--- config.mk ---
export PLATFORM = sky130hd
export DESIGN_NAME = mmio_uart_tx
export DESIGN_NICKNAME = d
export VERILOG_FILES = /design/src/rtl/mmio_uart_tx.sv
export SDC_FILE = /design/constraint.sdc
export NUM_CORES = 1
export LEC_CHECK = 0
export ABC_AREA = 1
export CAP_MARGIN = 5
export CORE_MARGIN = 2
export CORE_UTILIZATION = 25
export CTS_CLUSTER_DIAMETER = 60
export CTS_CLUSTER_SIZE = 20
export DETAILED_ROUTE_END_ITERATION = 6
export PLACE_DENSITY = 0.52
export SYNTH_ARGS = -nofsm -noshare
export SYNTH_HDL_FRONTEND = slang
export SYNTH_SLANG_ARGS = --single-unit
--- constraint.sdc ---
create_clock -name clk -period 2.8 [get_ports clk]
set_input_delay 0.56 -clock clk [delete_from_list [all_inputs] [get_ports clk]]
set_output_delay 0.56 -clock clk [all_outputs]
set_load 0.05 [all_outputs]
--- src/rtl/mmio_uart_tx.sv ---
// rtl/mmio_uart_tx.sv - memory-mapped UART transmitter (TX FIFO + 8N1 serial engine)
// Optional even parity bit enabled by defining UART_TX_PARITY_EN.
module mmio_uart_tx #(
  parameter logic [31:0] BASE_ADDR   = 32'hFFFF_FF00,
  parameter int          FIFO_DEPTH  = 4,
  parameter logic [15:0] DEFAULT_DIV = 16'd434
) (
  input  logic        clk,
  input  logic        reset,
  input  logic [31:0] address,
  input  logic        wr,
  input  logic [31:0] data_in,
  output logic [31:0] data_out,
  output logic        hit,
  output logic        tx,
  output logic        irq
);
  localparam int          AW      = $clog2(FIFO_DEPTH);
  localparam logic [AW:0] DEPTH_C = (AW+1)'(FIFO_DEPTH);
  localparam logic [AW-1:0] PTR_ONE = AW'(1);
  localparam logic [AW:0]   CNT_ONE = (AW+1)'(1);

`ifdef UART_TX_PARITY_EN
  typedef enum logic [2:0] {S_IDLE, S_START, S_DATA, S_PARITY, S_STOP} state_t;
  localparam state_t S_AFTER_DATA = S_PARITY;
`else
  typedef enum logic [2:0] {S_IDLE, S_START, S_DATA, S_STOP} state_t;
  localparam state_t S_AFTER_DATA = S_STOP;
`endif

  state_t        r_state;
  state_t        w_state_next;
  logic [15:0]   r_div;
  logic          r_overflow;
  logic [7:0]    r_mem [FIFO_DEPTH];
  logic [AW-1:0] r_wptr;
  logic [AW-1:0] r_rptr;
  logic [AW:0]   r_count;
  logic [7:0]    r_shift;
  logic [15:0]   r_cnt;
  logic [15:0]   r_frame_div;
  logic [2:0]    r_bit_idx;
`ifdef UART_TX_PARITY_EN
  logic          r_parity;
`endif
  logic          r_hit;
  logic [31:0]   r_rdata;

  logic [29:0] w_word;
  logic        w_sel_data;
  logic        w_sel_status;
  logic        w_sel_div;
  logic        w_in_range;
  logic        w_empty;
  logic        w_full;
  logic        w_busy;
  logic        w_pop;
  logic        w_push_req;
  logic        w_push_ok;
  logic        w_push_drop;
  logic        w_bit_end;
  logic [7:0]  w_head;
  logic [31:0] w_count_ext;
  logic [31:0] w_status;
  logic [31:0] w_rdata;
  logic        w_tx;
  logic        w_unused;

  assign w_word       = address[31:2];
  assign w_sel_data   = (w_word == BASE_ADDR[31:2]);
  assign w_sel_status = (w_word == BASE_ADDR[31:2] + 30'd1);
  assign w_sel_div    = (w_word == BASE_ADDR[31:2] + 30'd2);
  assign w_in_range   = w_sel_data | w_sel_status | w_sel_div;
  assign w_unused     = &{1'b0, address[1:0], data_in[31:16]};

  assign w_empty     = (r_count == '0);
  assign w_full      = (r_count == DEPTH_C);
  assign w_busy      = (r_state != S_IDLE);
  assign w_pop       = (r_state == S_IDLE) && !w_empty;
  assign w_push_req  = wr && w_sel_data;
  // A pop in the same cycle frees a slot, so a full FIFO can still accept.
  assign w_push_ok   = w_push_req && (!w_full || w_pop);
  assign w_push_drop = w_push_req && !w_push_ok;
  assign w_bit_end   = (r_cnt == 16'd1);
  assign w_head      = r_mem[r_rptr];

  always_ff @(posedge clk) begin
    if (w_push_ok) r_mem[r_wptr] <= data_in[7:0];
  end

  always_ff @(posedge clk or negedge reset) begin
    if (!reset) begin
      r_wptr  <= '0;
      r_rptr  <= '0;
      r_count <= '0;
    end else begin
      if (w_push_ok) r_wptr <= r_wptr + PTR_ONE;
      if (w_pop)     r_rptr <= r_rptr + PTR_ONE;
      case ({w_push_ok, w_pop})
        2'b10:   r_count <= r_count + CNT_ONE;
        2'b01:   r_count <= r_count - CNT_ONE;
        default: r_count <= r_count;
      endcase
    end
  end

  always_ff @(posedge clk or negedge reset) begin
    if (!reset) begin
      r_div      <= DEFAULT_DIV;
      r_overflow <= 1'b0;
    end else begin
      if (wr && w_sel_div)
        r_div <= (data_in[15:0] == 16'd0) ? 16'd1 : data_in[15:0];
      if (w_push_drop)
        r_overflow <= 1'b1;
      else if (wr && w_sel_status && data_in[3])
        r_overflow <= 1'b0;
    end
  end

  always_ff @(posedge clk or negedge reset) begin
    if (!reset) r_state <= S_IDLE;
    else        r_state <= w_state_next;
  end

  always_comb begin
    w_state_next = r_state;
    case (r_state)
      S_IDLE:   if (!w_empty) w_state_next = S_START;
      S_START:  if (w_bit_end) w_state_next = S_DATA;
      S_DATA:   if (w_bit_end && (r_bit_idx == 3'd7)) w_state_next = S_AFTER_DATA;
`ifdef UART_TX_PARITY_EN
      S_PARITY: if (w_bit_end) w_state_next = S_STOP;
`endif
      S_STOP:   if (w_bit_end) w_state_next = S_IDLE;
      default:  w_state_next = S_IDLE;
    endcase
  end

  // Bit period is frozen per frame so BAUDDIV writes only affect the next START.
  always_ff @(posedge clk or negedge reset) begin
    if (!reset) begin
      r_shift     <= '0;
      r_cnt       <= '0;
      r_frame_div <= '0;
      r_bit_idx   <= '0;
`ifdef UART_TX_PARITY_EN
      r_parity    <= 1'b0;
`endif
    end else if (w_pop) begin
      r_shift     <= w_head;
      r_cnt       <= r_div;
      r_frame_div <= r_div;
      r_bit_idx   <= '0;
`ifdef UART_TX_PARITY_EN
      r_parity    <= ^w_head;
`endif
    end else if (w_busy) begin
      if (w_bit_end) begin
        r_cnt <= r_frame_div;
        if (r_state == S_DATA) begin
          r_shift   <= {1'b0, r_shift[7:1]};
          r_bit_idx <= r_bit_idx + 3'd1;
        end
      end else begin
        r_cnt <= r_cnt - 16'd1;
      end
    end
  end

  always_comb begin
    w_tx = 1'b1;
    case (r_state)
      S_START:  w_tx = 1'b0;
      S_DATA:   w_tx = r_shift[0];
`ifdef UART_TX_PARITY_EN
      S_PARITY: w_tx = r_parity;
`endif
      default:  w_tx = 1'b1;
    endcase
  end

  assign tx  = w_tx;
  assign irq = !w_busy && w_empty;

  assign w_count_ext = 32'(r_count);
  assign w_status    = {24'd0, w_count_ext[3:0], r_overflow, w_busy, w_empty, w_full};

  always_comb begin
    w_rdata = 32'd0;
    if (w_sel_status)   w_rdata = w_status;
    else if (w_sel_div) w_rdata = {16'd0, r_div};
  end

  always_ff @(posedge clk or negedge reset) begin
    if (!reset) begin
      r_hit   <= 1'b0;
      r_rdata <= 32'd0;
    end else begin
      r_hit   <= w_in_range && !wr;
      r_rdata <= (w_in_range && !wr) ? w_rdata : 32'd0;
    end
  end

  assign hit      = r_hit;
  assign data_out = r_rdata;
endmodule

* Word-level counts from Yosys, hierarchy flattened
Memory sizes are Yosys's and may differ from the RTL's.
Cells that the tools add are included.
** Word-level totals
- Register bits :: 103
- Bits in writable memories :: 32
- Logic and storage cells :: 89
- Memories :: 1
** Memories
- r_mem :: words 4, width 8, rd ports 1, clocked after Yosys merged registers in 0, wr ports 1, line 35 : logic [7:0] r_mem [FIFO_DEPTH];
** Operators by class
- Add/sub/neg operators :: 6
- Equal/unequal tests :: 15
- Multiplexer cells :: 26
- Bitwise gates (word level) :: 2
- Reduce and logical (&&, ||, !) cells :: 27
** Operator list (number)
- $mux W16 :: 6
- $eq A30 B30 Y1 const B :: 3
- $mux W32 :: 1
- $mux W8 :: 4
- $mux W3 :: 8
- $eq A16 B1 Y1 const B :: 1
- $logic_not A16 Y1 :: 1
- $sub A16 B1 Y16 const B :: 1
- $pmux W3 S4 :: 1
- $logic_and A1 B1 Y1 :: 10
- $reduce_bool A2 Y1 :: 5
- $ne A2 B2 Y1 const B :: 4
- $add A3 B1 Y3 const B :: 2
- $eq A3 B2 Y1 const B :: 2
- $eq A3 B3 Y1 const B :: 2
- $logic_not A3 Y1 :: 2
- $pmux W3 S2 :: 1
- $logic_not A1 Y1 :: 5
- $add A2 B1 Y2 const B :: 2
- $mux W1 :: 4
- $reduce_and A4 Y1 :: 1
- $eq A3 B1 Y1 const B :: 1
- $reduce_and A3 Y1 :: 1
- $reduce_bool A3 Y1 :: 1
- other kinds (6) :: 7

* Longest topological paths before layout
Gate-level depths: netlist (run 1).
- Depth after elaboration :: 8
- Gate-level depth with buffers :: 12

* Worst setup path before layout (run 1)
Ideal clock, no wire load.
- Kind :: register -> register
- Start :: register r_state[0]
- End :: register r_count[2]
- Setup time :: 0.131 ns
- Arrival :: 2.276 ns
- Data required time :: 2.669 ns
- Slack :: 0.393 ns
- Stages on the path, launching flop included :: 13
- Buffers on the path :: 2
- Clock period less this slack :: 2.407 ns
- Path through :: dfrtp_1 inv_1 ha_1 inv_2 nor2_4 buf_2 buf_4 ha_1 inv_1 fa_1 a21oi_1 o21ai_0 xor2_1
** Between the ends
- Cells in the longest elaborated chain, start to end :: 6
** RTL lines
- start, declared :: line 31 : state_t r_state;
- start signal, assigned :: line 123 : else r_state <= w_state_next;
- $logic_not A3 Y1 * :: line 79 : assign w_pop = (r_state == S_IDLE) && !w_empty;
- $logic_and A1 B1 Y1 * :: line 79
- named net w_pop :: line 57 : logic w_pop;
- $logic_or A1 B1 Y1 :: line 82 : assign w_push_ok = w_push_req && (!w_full || w_pop);
- $logic_and A1 B1 Y1 :: line 82
- $eq A2 B1 Y1 / $eq A2 B2 Y1 (equally long branches) :: line 99 : case ({w_push_ok, w_pop})
- $pmux W3 S2 / $reduce_bool A2 Y1 (equally long branches)
- end signal, assigned :: line 100 : 2'b10: r_count <= r_count + CNT_ONE;
- end signal, assigned :: line 101 : 2'b01: r_count <= r_count - CNT_ONE;
- end signal, assigned :: line 102 : default: r_count <= r_count;
- end, declared :: line 38 : logic [AW:0] r_count;
The timed path passes the listed nets; every way through them passes the cells marked *.
A chain may end at the register's enable or synchronous reset.

* Worst setup path in the final report (run 1)
- Start :: register r_state[0]
- End :: output port irq
** Between the ends
- Cells in the longest elaborated chain, start to end :: 3
** RTL lines
- $reduce_bool A3 Y1 :: line 78 : assign w_busy = (r_state != S_IDLE);
- $logic_not A1 Y1 :: line 184 : assign irq = !w_busy && w_empty;
- $logic_and A1 B1 Y1 :: line 184
- end, declared :: line 16 : output logic irq
No other way between the ends.

==> out/metrics.cfg, run 1 <==
[worst_setup_path]
crit_fanout = 8
crit_type = reg2out
cp-end-kind = output port
crit_required_ns = 2.24
r2r_slack_ns = 0.46
reg2reg_from = r_state[0]
cp-start-kind = register
critical_path_arrival_ns = 1.94
r2r-end = r_count[2]
r2r_cells = 10

[timing]
fmax_mhz = 400
skew_ns = 0.0106
slew_viol_final = 0
tightest_slew_ns = 0.533
rsz0062_at_grt = no
hold_viol = 0
fin_crit_sh_pct = 89.2
setup_viol_count_final = 0
setup_tns_ns = 0
max_slew_margin_pct = 64.3
fin_crit_ns = 2.50

[power_and_ir_drop]
p_per_area_mw_per_mm2 = 630
p_leak_nw = 3.48
swShare_pct = 28.4
combPwrFrac_pct = 15.9
internal_power_mw = 3.48
vdd_drop_max_mv = 0.424
sequentialPowerShare_pct = 40.5
power.clock.fraction_pct = 43.6
p_sw_mw = 1.38

[floorplanning]
core-area_mm2 = 0.0242
die_y_um = 160
dieWidth_um = 160
initial_core_util_pct = 25.3
die_area_mm2 = 0.0257
std_cell_rows = 57
num_io_pins = 102

[clock_network]
htree_levels = 4
cts_buffers = 17
postCtsSetupBuffers = 0
root_buffer = clkbuf_16
post_cts_resized = 1
cts_hold_buf = 0
clockBufferDepth = 2
clock_latency_ns = 0.42
clk_pin_slew_ns = 0.06
cts_sinks = 118
cts_tree = done

[finish]
multi_input_area_mm2 = 0.00252
nFillCells = 2516
regArea_mm2 = 0.00312
drive_above_1_share_pct = 14.0
utilization_pct = 31.9
nets = 874
antenna_cells = 0
area_growth_pct = 25.9

[grt]
grt_pass1_wl_um = 23800
grt_max_degree = 65
antenna_found_initial = 0
gr-usage-all-layers_pct = 11.8
grt_pass1_vias = 4548
grt-ovfl-total = 0

[drt]
vias_per_cell = 4.15
wl_um = 14200
firstDrtPassIters = 4
drt-initial-drc-count = 282
wl_per_cell_um = 12.5
drc = 0
ant_nets = 0
vias = 4687

[logic_synthesis]
synth_cells = 713
yosys.area.top_type = dfrtp_1
synth_area_mm2 = 0.00612
ys_async_sr_fraction_pct = 72.9
yosys_warnings = 0
ys_seq_elements = 118
synth.most_common_cell = nand2_1
synth_area_leaders = dfrtp_1, edfxtp_1, nand2_1
synth_area_per_cell_um2 = 8.58
synth_top_area_share_pct = 33.1
synth.yosys.seq_area_share_pct = 51.0
synth_ff_type = dfrtp_1
synth.distinct_cells = 41
yosys-top-cells-count = nand2_1, dfrtp_1, nor2_1, inv_1, o21ai_0
synth_edf_count = 32

[outcome]
status = finished, final reports clean

[placed_design]
gp_congestion = 0.846
numPortBuffers = 67
dp_hpwl_um = 10100

[min_path]
hold_class = in2async

[flow_run]
drv_cap = 0

## registers in the layout, indices dropped and copies added, names as in the netlist
signal / flops
data_out: 16
r_frame_div: 16
r_shift: 8
r_overflow: 1
r_bit_idx: 3
hit: 1
r_state: 2
r_count: 3
r_wptr: 2
r_div: 16
r_mem: 32
r_cnt: 16
r_rptr: 2
## layout by cell type, fill, tap and decap left out, types with 6 or more instances in the layout
master	n
ha_1	13
nand4_1	9
nand2_1	181
inv_1	61
a21oi_1	21
o21ai_1	33
clkdlybuf4s50_1	64
o21ai_2	6
nand2_2	6
nand3_1	32
clkbuf_16	17
inv_2	11
edfxtp_1	32
nor2_2	20
dfrtp_1	81
nor2_1	75
buf_4	15
conb_1	16
o21ai_0	43
## per-layer routing
layer | up-vias | wire [µm] | GRT usage, %
li1 | 2424 | - | -
met1 | 2137 | 6770 | 15.5
met2 | 113 | 6420 | 18.0
met3 | 13 | 782 | 3.33
met4 | 0 | 188 | 5.53
met5 | - | 0 | 0
## cell families (layout without fill, tap and decap cells)
| kind of cell | Yosys count | in the layout | synth area share [%] |
|---|---|---|---|
| AND/OR/NAND/NOR | 345 | 345 | 25.6 |
| flip-flops | 118 | 118 | 51.0 |
| AO/OA/AOI/OAI | 116 | 116 | 10.4 |
| buffers and inverters | 111 | 188 | 8.80 |
| adder cells (fa/ha/maj) | 15 | 15 | 3.19 |
| XOR/XNOR | 7 | 7 | 1.00 |
| other | 1 | 16 | 0.0613 |
## power groups by stage
stage / Combinational, mW / Sequential [mW] / Clock (mW)
after global routing: 0.903 / 1.98 / 2.24
final: 0.770 / 1.97 / 2.12
after detailed placement: 0.778 / 1.99 / 0
after global placement: 0.775 / 2.00 / 0
after floorplan: 0.581 / 1.97 / 0
after CTS: 0.778 / 1.97 / 2.17
## area by class of cell
type	count	share of cell area, %
Clock buffer	19	5.75
Clock inverter	13	1.72
Inverter	75	3.69
Multi-Input combinational cell	499	32.8
Sequential cell	118	40.5
Tap cell	324	5.26
Timing Repair Buffer	81	10.3
## worst max-delay path by stage
stage          cells after the start          to  slack (ns)   startpoint
6_report                           5         irq        0.30   r_state[0]
5_1_grt                            5         irq        0.16   r_state[0]
4_1_cts                            5         irq        0.13   r_state[0]
3_5_place_dp                      10  r_count[1]        0.25  address[14]
3_3_place_gp                      10  r_count[1]        0.27  address[15]
2_1_floorplan                     12  r_count[2]        0.39   r_state[0]
## worst max-delay path, stage by stage (launching register included)
cell     delay (ns)
dfrtp_1        0.43
inv_1          0.11
ha_2           0.32
inv_2          0.17
nor2_4         0.29
buf_12         0.18
## per-stage QoR
stage	cells	instance area, µm²	hold slack [ns]	power, mW	setup WS, ns
6_report	1129	7700	0.0261	4.85	0.302
5_1_grt	1129	7700	0.0294	5.13	0.159
4_1_cts	1129	7700	0.0232	4.91	0.126
3_5_place_dp	1097	7120	0.463	2.77	0.251
3_3_place_gp	1097	7120	0.456	2.77	0.265
2_1_floorplan	728	6170	0.264	2.55	0.393
Power figures use the tool's default switching activity.
==> inputs of run 2 (changes only) <==
--- a/config.mk
+++ b/config.mk
@@ -7,12 +7,12 @@
 export LEC_CHECK = 0
 export ABC_AREA = 1
 export CAP_MARGIN = 5
-export CORE_MARGIN = 2
+export CORE_MARGIN = 1.5
 export CORE_UTILIZATION = 25
 export CTS_CLUSTER_DIAMETER = 60
 export CTS_CLUSTER_SIZE = 20
 export DETAILED_ROUTE_END_ITERATION = 6
-export PLACE_DENSITY = 0.52
+export PLACE_DENSITY = 0.51
 export SYNTH_ARGS = -nofsm -noshare
 export SYNTH_HDL_FRONTEND = slang
 export SYNTH_SLANG_ARGS = --single-unit
==> run 2 against run 1 <==
  * Total power grew 1.9%
  * Final area grew 0.26%
  * Final cell count is the same
  * Die area shrank 1.2%
  * Non-clock buffer count is the same
  * Critical path type unchanged
  * Critical endpoint unchanged
  * Largest cell class unchanged
  * Largest power group unchanged
==> out/metrics.cfg, run 2 (same netlist as run 1, synthesis figures left out) <==
[floorplanning]
initial_core_util_pct = 25.3  ; unchanged
std_cell_rows = 57  ; unchanged
dieWidth_um = 159  ; -0.62%
core-area_mm2 = 0.0242  ; unchanged
die_area_mm2 = 0.0254  ; -1.2%
die_y_um = 159  ; -0.62%
num_io_pins = 102  ; unchanged

[clock_network]
clock_latency_ns = 0.42  ; about the same
cts_buffers = 17  ; unchanged
cts_hold_buf = 0  ; unchanged
post_cts_resized = 0  ; -1
clk_pin_slew_ns = 0.06  ; about the same
root_buffer = clkbuf_16
htree_levels = 4  ; unchanged
cts_sinks = 118  ; unchanged
clockBufferDepth = 2  ; unchanged
cts_tree = done
postCtsSetupBuffers = 0  ; unchanged

[power_and_ir_drop]
vdd_drop_max_mv = 0.487  ; +15%
swShare_pct = 28.9  ; +0.55 points
internal_power_mw = 3.51  ; +1.1%
sequentialPowerShare_pct = 39.8  ; -0.7 points
p_sw_mw = 1.43  ; +3.8%
p_leak_nw = 3.49  ; +0.29%
power.clock.fraction_pct = 44.3  ; +0.7 points
p_per_area_mw_per_mm2 = 640  ; +1.6%
combPwrFrac_pct = 15.9  ; about the same

[grt]
gr-usage-all-layers_pct = 12.0  ; +0.24 points
grt_max_degree = 53  ; -18%
grt_pass1_vias = 4621  ; +1.6%
grt_pass1_wl_um = 24000  ; +1.0%
antenna_found_initial = 0  ; unchanged
grt-ovfl-total = 0  ; unchanged

[worst_setup_path]
cp-start-kind = register
cp_cell_sequence = inv_1, ha_1, inv_2, nor2_2, buf_12
critical_path_arrival_ns = 1.89  ; -0.05 ns
crit_type = reg2out
crit_fanout = 8  ; unchanged
critPathMaxStageDelay_ns = 0.43  ; about the same
slowest_stage = dfrtp_1
crit_required_ns = 2.24  ; about the same
cp-end-kind = output port

[drt]
firstDrtPassIters = 4  ; unchanged
drc = 0  ; unchanged
wl_per_cell_um = 12.7  ; +0.89%
drt-initial-drc-count = 254  ; -9.9%
vias_per_cell = 4.22  ; +1.6%
ant_nets = 0  ; unchanged
vias = 4764  ; +1.6%
wl_um = 14300  ; +0.89%

[timing]
setup_viol_count_final = 0  ; unchanged
rsz0062_at_grt = no
max_slew_margin_pct = 65.2  ; +0.88 points
slew_viol_final = 0  ; unchanged
fin_crit_sh_pct = 87.5  ; -1.7 points
tightest_slew_ns = 0.520  ; -0.0131 ns
setup_tns_ns = 0  ; unchanged
hold_viol = 0  ; unchanged
fin_crit_ns = 2.45  ; -0.0468 ns
skew_ns = 0.00981  ; -0.000836 ns
fmax_mhz = 408  ; +1.9%

[finish]
area_growth_pct = 26.2
mostFrequentLayoutCells = nand2_1, dfrtp_1, nor2_1
regMostFlops = r_mem
final_common_cell = nand2_1
largest_reg_flops = 32  ; unchanged
antenna_cells = 0  ; unchanged
nets = 874  ; unchanged
drive_above_1_share_pct = 13.9  ; -0.12 points
nFillCells = 2534  ; +0.72%
stdcell_count = 1129  ; unchanged

[flow_run]
drv_cap = 0  ; unchanged

[outcome]
status = finished, final reports clean

[placed_design]
dp.cells = 1097  ; unchanged
dp_hpwl_um = 10100  ; about the same
gp_congestion = 0.844  ; -0.20%
numPortBuffers = 67  ; unchanged

[min_path]
hold_class = in2async

## run 2: cell count changes in the layout (fill, tap and decap cells not counted), sizes merged
cell,delta
clkinv,-5
inv,+4
clkbuf,+2
bufinv,-1
## run 2: cell type report
class	count	area, µm²	area share, %
multi-input combinational	499	2520	32.6
clock inverter	11	110	1.43
sequential	118	3120	40.4
clock buffer	21	493	6.38
inverter	75	284	3.68
timing repair buffer	81	793	10.3
tap	324	405	5.25
## run 2: through the flow
step           area, µm²  util [%]  setup WS [ns]  power, mW  hold WS [ns]
2_1_floorplan       6170         -          0.393       2.55         0.264
3_3_place_gp        7120      29.4          0.290       2.77         0.456
3_5_place_dp        7120      29.4          0.233       2.78         0.461
4_1_cts             7720      31.9          0.296       4.99         0.114
5_1_grt             7720      31.9          0.202       5.22         0.129
6_report            7720      31.9          0.349       4.94         0.107
## run 2: worst paths after layout
| path | start | end | slack (ns) | cells after the start |
|---|---|---|---|---|
| max in group asynchronous | reset | r_div[4] | 1.98 | 2 |
| min | reset | data_out[11] | 0.11 | 1 |
| max | r_state[0] | irq | 0.35 | 5 |
| min reg2reg | r_shift[2] | r_shift[2] | 0.47 | 2 |
| min in group clk | r_shift[2] | r_shift[2] | 0.47 | 2 |
| max reg2reg | r_state[0] | r_count[2] | 0.39 | 10 |
## run 2: layer usage
| layer | GRT usage (%) | part of all wire, % | wire length [µm] | vias up |
|---|---|---|---|---|
| met5 | 0 | 0 | 0 | - |
| met4 | 4.16 | 1.1 | 161 | 0 |
| met3 | 3.31 | 4.5 | 647 | 12 |
| met2 | 18.8 | 45 | 6430 | 111 |
| met1 | 16.0 | 49 | 7050 | 2217 |
| li1 | - | - | - | 2424 |
## run 2: power by group through the flow
stage                     clock network [mW]  registers [mW]  logic (mW)
after floorplan                            0            1.97       0.581
after global placement                     0            2.00       0.777
after detailed placement                   0            2.00       0.782
after CTS                               2.23            1.97       0.787
after global routing                    2.31            1.99       0.924
final                                   2.19            1.97       0.786
## run 2: critical path: cells and delay by family (launching register included)
| family | cells | cell delay (ns) |
|---|---|---|
| flops | 1 | 0.43 |
| fa+ha+maj | 1 | 0.30 |
| buf+inv | 3 | 0.43 |
| simple gates | 1 | 0.31 |
